### src/rtl/polyveck_cfreeze_stream.sv
// ============================================================================
// polyveck_cfreeze_stream: streams a K-poly vector and centers each coefficient
// from [0,Q) to [-(Q-1)/2,(Q-1)/2], tagging indices and end-of-vector.
// Optional: define CFREEZE_RANGE_CHECK_EN for a sticky range_err output.
// Revision: 1.0
// ============================================================================
`default_nettype none

module polyveck_cfreeze_stream #(
  parameter int K = 6,
  parameter int N = 256,
  parameter int Q = 8380417,
  parameter int W = 32
) (
  input  logic         clk,
  input  logic         rst_n,
  input  logic         s_valid,
  output logic         s_ready,
  input  logic [W-1:0] s_data,
  output logic         m_valid,
  input  logic         m_ready,
  output logic [W-1:0] m_data,
  output logic [2:0]   m_poly_idx,
  output logic [7:0]   m_coef_idx,
  output logic         m_last,
  output logic         done
`ifdef CFREEZE_RANGE_CHECK_EN
  ,
  output logic         range_err
`endif
);

  localparam logic signed [W-1:0] C_HALF      = W'((Q - 1) / 2);
  localparam logic        [W-1:0] C_Q         = W'(Q);
  localparam logic        [2:0]   C_POLY_MAX  = 3'(K - 1);
  localparam logic        [7:0]   C_COEF_MAX  = 8'(N - 1);

  typedef struct packed {
    logic [W-1:0] data;
    logic [2:0]   poly;
    logic [7:0]   coef;
    logic         last;
  } beat_t;

  beat_t       head_q, head_d, tail_q, tail_d, new_beat;
  logic [1:0]  count_q, count_d;
  logic        s_ready_q, s_ready_d;
  logic        done_q, done_d;
  logic [2:0]  poly_q, poly_d;
  logic [7:0]  coef_q, coef_d;
  logic        push, pop;

  always_comb begin
    push = s_valid & s_ready_q;
    pop  = (count_q != 2'd0) & m_ready;

    new_beat.data = ($signed(s_data) > C_HALF) ? (s_data - C_Q) : s_data;
    new_beat.poly = poly_q;
    new_beat.coef = coef_q;
    new_beat.last = (poly_q == C_POLY_MAX) && (coef_q == C_COEF_MAX);

    poly_d = poly_q;
    coef_d = coef_q;
    if (push) begin
      if (coef_q == C_COEF_MAX) begin
        coef_d = 8'd0;
        poly_d = (poly_q == C_POLY_MAX) ? 3'd0 : poly_q + 3'd1;
      end else begin
        coef_d = coef_q + 8'd1;
      end
    end

    // head is the registered output stage; tail is the skid slot
    head_d  = head_q;
    tail_d  = tail_q;
    count_d = count_q;
    case (count_q)
      2'd0: begin
        if (push) begin
          head_d  = new_beat;
          count_d = 2'd1;
        end
      end
      2'd1: begin
        if (push && pop) begin
          head_d = new_beat;
        end else if (pop) begin
          count_d = 2'd0;
        end else if (push) begin
          tail_d  = new_beat;
          count_d = 2'd2;
        end
      end
      default: begin
        if (pop) begin
          head_d  = tail_q;
          count_d = 2'd1;
        end
      end
    endcase

    s_ready_d = (count_d != 2'd2);
    done_d    = pop & head_q.last;
  end

  always_ff @(posedge clk or negedge rst_n) begin
    if (!rst_n) begin
      head_q    <= '0;
      tail_q    <= '0;
      count_q   <= 2'd0;
      s_ready_q <= 1'b1;
      done_q    <= 1'b0;
      poly_q    <= 3'd0;
      coef_q    <= 8'd0;
    end else begin
      head_q    <= head_d;
      tail_q    <= tail_d;
      count_q   <= count_d;
      s_ready_q <= s_ready_d;
      done_q    <= done_d;
      poly_q    <= poly_d;
      coef_q    <= coef_d;
    end
  end

`ifdef CFREEZE_RANGE_CHECK_EN
  logic range_err_q, range_err_d;

  always_comb begin
    range_err_d = range_err_q;
    if (push && (s_data[W-1] || (s_data >= C_Q))) begin
      range_err_d = 1'b1;
    end
  end

  always_ff @(posedge clk or negedge rst_n) begin
    if (!rst_n) begin
      range_err_q <= 1'b0;
    end else begin
      range_err_q <= range_err_d;
    end
  end

  assign range_err = range_err_q;
`endif

  assign s_ready    = s_ready_q;
  assign m_valid    = (count_q != 2'd0);
  assign m_data     = head_q.data;
  assign m_poly_idx = head_q.poly;
  assign m_coef_idx = head_q.coef;
  assign m_last     = head_q.last & m_valid;
  assign done       = done_q;

endmodule

`default_nettype wire

### config.mk
export PLATFORM = sky130hd
export DESIGN_NAME = polyveck_cfreeze_stream
export DESIGN_NICKNAME = d
export VERILOG_FILES = /design/src/rtl/polyveck_cfreeze_stream.sv
export SDC_FILE = /design/constraint.sdc
export NUM_CORES = 1
export LEC_CHECK = 0
export BUFFER_PORTS_ARGS = -buffer_cell sky130_fd_sc_hd__buf_2
export CORE_MARGIN = 10
export CORE_UTILIZATION = 55
export CTS_CLUSTER_DIAMETER = 50
export DETAILED_ROUTE_END_ITERATION = 16
export GPL_TIMING_DRIVEN = 0
export PLACE_DENSITY = 0.77
export REMOVE_ABC_BUFFERS = 1
export SYNTH_ARGS = -nofsm -noshare
export SYNTH_HDL_FRONTEND = slang
export SYNTH_SLANG_ARGS = --single-unit
### constraint.sdc
create_clock -name clk -period 4.3 [get_ports clk]
set_input_delay 0.86 -clock clk [delete_from_list [all_inputs] [get_ports clk]]
set_output_delay 0.86 -clock clk [all_outputs]
set_load 0.01 [all_outputs]
==> results.yml <==
yosys:
  synth_cell_types: 51
  yosys_warnings: 0
  ys_ff_latch: 103
  synthCells: 559
  synth.avg_cell_area_um2: 9.578
  synth_ff_type: "dfrtp_1"
  synth_edf_count: 0
  async_flop_share_pct: 100.0
  seq_area_frac_synth_pct: 48.17
  synth_area_um2: 5354
global_routing:
  grt_max_degree: 75
  first_global_vias: 4111
  gr-total-overflow: 0
  antenna_found_initial: 2
  grt_first_pass_wirelength_mm: 20.02
  grt_use_total_pct: 16.72
worst_setup_path:
  cp-end-kind: "flip-flop"
  critPathKind: "input pin to flip-flop"
  crit_chain: "buf_2 -> inv_1 -> ha_1 -> nor3b_1 -> nand3_1 -> a31oi_4 -> nor4_1 -> xor2_1 -> a221o_1"
  cp-start-kind: "input pin"
  cp_max_fo: 19
  crit_arrival_ns: 3.12
  cp_slowest_stage_delay_ns: 0.55
  cp.required_ns: 4.55
  cp-startpoint: "s_data[0]"
  r2r_start: "s_ready"
  crit_slowest_cell: "a31oi_4"
cts:
  cts_setup_buffers: 0
  cts.sinks: 103
  hold_buffers: 0
  cts-resized-gates: 0
  clkLatencyLatePin_ns: 0.36
  cts_buffer_depth: 2
  htree_levels: 3
  cts_buffers: 9
  cts_tree: "built"
  clockRootBuffer: "clkbuf_8"
  clk_pin_slew_ns: 0.10
route:
  drc: 0
  drt_iter0_markers: 176
  vias: 4027
  wl_met1_mm: 5.142
  ant_nets: 0
  wl_met2_mm: 6.054
  drt-total-wl_mm: 11.99
  wl_met3_um: 713
  wire_per_inst_um: 16.70
  dr.pass1.iters: 4
  vias_per_cell: 5.609
  dr.max_layer_used: "met5"
layout:
  final_util_pct: 61.99
  num-fill-cells: 843
  final_cells: 718
  drive_gt1_share_pct: 22.24
  layout_commonest_cell: "dfrtp_1"
  antennaDiodeCount: 0
  final_cell_mix: "dfrtp_1, nand2_1, buf_2"
  areaGrowthSynthToFinish_pct: 8.507
  final_nets: 622
sta:
  final-hold-violation-count: 0
  max_freq_mhz: 348.6
  finalCritPeriodShare_pct: 66.72
  post-route-min-period_ns: 2.869
  worst_pin_slew_ns: 0.9367
  clock_skew_ns: 0.008453
  setup_viol: 0
  slew-limit-headroom_pct: 37.55
  grt_setup_unrepaired: "no"
  tns_ns: 0
  drv_slew: 0
  fin_hold_ws_ns: 0.4154
pwr:
  peakVddDrop_uv: 312.4
  p_per_area_nw_per_um2: 541.6
  total_power_mw: 3.147
  cellLeakagePower_nw: 2.710
placed_design:
  gp_congestion: 0.7990
  dp.final_hpwl_mm: 8.442
  placedCellCount: 702
  port_buffers: 82
run:
  cap_violations: 0
outcome:
  status: "finished, final reports clean"
floorplanning:
  die-height_um: 118.7
  placementRows: 35
  core_area_um2: 9371
  dieArea_um2: 14080
  die_w_um: 118.7
  io_pins: 83
  start_util_pct: 57.13
worst_hold_path:
  holdCritPathClass: "input pin to asynchronous set/reset pin"
[per-layer routing]
layer  global-route usage [%]  up-vias
li1                         -     1945
met1                    20.26     1971
met2                    28.35       99
met3                    5.616       10
met4                    3.282        2
met5                        0        -
[sequential cells by signal (all words and copies together), names as in the netlist, 2 cells and up]
name,count
count_q,2
m_coef_idx,8
coef_q,8
poly_q,3
tail_q,44
m_poly_idx,3
m_data,32
[layout make-up]
| cell class | count | area (µm²) | area share [%] |
|---|---|---|---|
| Inverter | 7 | 26.28 | 0.4523 |
| Tap cell | 129 | 161.4 | 2.778 |
| Sequential cell | 103 | 2580 | 44.41 |
| Multi-Input combinational cell | 376 | 2310 | 39.76 |
| Timing Repair Buffer | 87 | 526.8 | 9.067 |
| Clock buffer | 10 | 137.6 | 2.369 |
| Clock inverter | 6 | 67.56 | 1.163 |
[synth_stat cells (3+ instances only)]
master    count  area (µm²)
dfrtp_1     102        2552
mux2i_1      11       110.1
and2_1        3       18.77
xnor2_1      21       183.9
inv_1         7       26.28
xor2_1       10       87.58
buf_4        44       330.3
a221o_1       9       90.09
or3_1         5       31.28
nor3b_1       3       22.52
nor2b_1       4       25.02
nand4b_1      3       26.28
o21ai_1       4       20.02
nand2_1      93       349.1
o21ai_0      53       265.3
nand4_1       4       25.02
nor2_1       16       60.06
nor3_1       11       55.05
buf_2         5       25.02
nand2b_1      7       43.79
nand3_1      11       55.05
clkbuf_1     23       86.33
o31ai_1       6       45.04
and3_1       28       175.2
a21oi_1      25       125.1
nor4_1       11       68.82
mux2_2       10       112.6
[per-stage QoR]
stage	setup slack, ns	cell area (µm²)
after detailed placement	1.079	5604
after CTS	1.466	5809
after global placement	-0.7975	5473
after global routing	1.214	5809
after floorplan	0.9323	4901
final	1.431	5809
[kinds of logic (layout without fill, tap and decap cells)]
kind of cell | Yosys count | after routing | synth area share (%)
DFF | 103 | 103 | 48.17
and+or+nand+nor | 214 | 214 | 21.06
adders and majority gates | 2 | 2 | 0.4673
muxes | 21 | 21 | 4.160
xor gates and xnor gates | 31 | 31 | 5.071
buffers and inverters | 80 | 110 | 8.951
AOI/OAI and AO/OA | 108 | 108 | 12.13
[worst paths after layout]
kind	end	slack, ns	cells after the start
max	m_data[5]	1.43	9
min	m_poly_idx[2]	0.42	1
max reg2reg	tail_q[18]	1.78	5
min reg2reg	m_coef_idx[3]	0.48	2
max in group asynchronous	s_ready	3.16	2
min in group clk	m_coef_idx[3]	0.48	2
[power breakdown]
group / total (mW) / internal [mW] / switching, mW
Clock: 0.626 / 0.289 / 0.336
Sequential: 1.56 / 1.34 / 0.228
Combinational: 0.957 / 0.423 / 0.534
[worst max-delay path, delay by kind of cell]
family / cells / cell delay [ns]
AO/OA/AOI/OAI: 2 / 0.89
AND/OR/NAND/NOR: 3 / 0.77
buffers and inverters: 2 / 0.21
adder cells (fa/ha/maj): 1 / 0.19
XOR/XNOR: 1 / 0.18
Note: power is estimated with default switching activity, not from simulation.
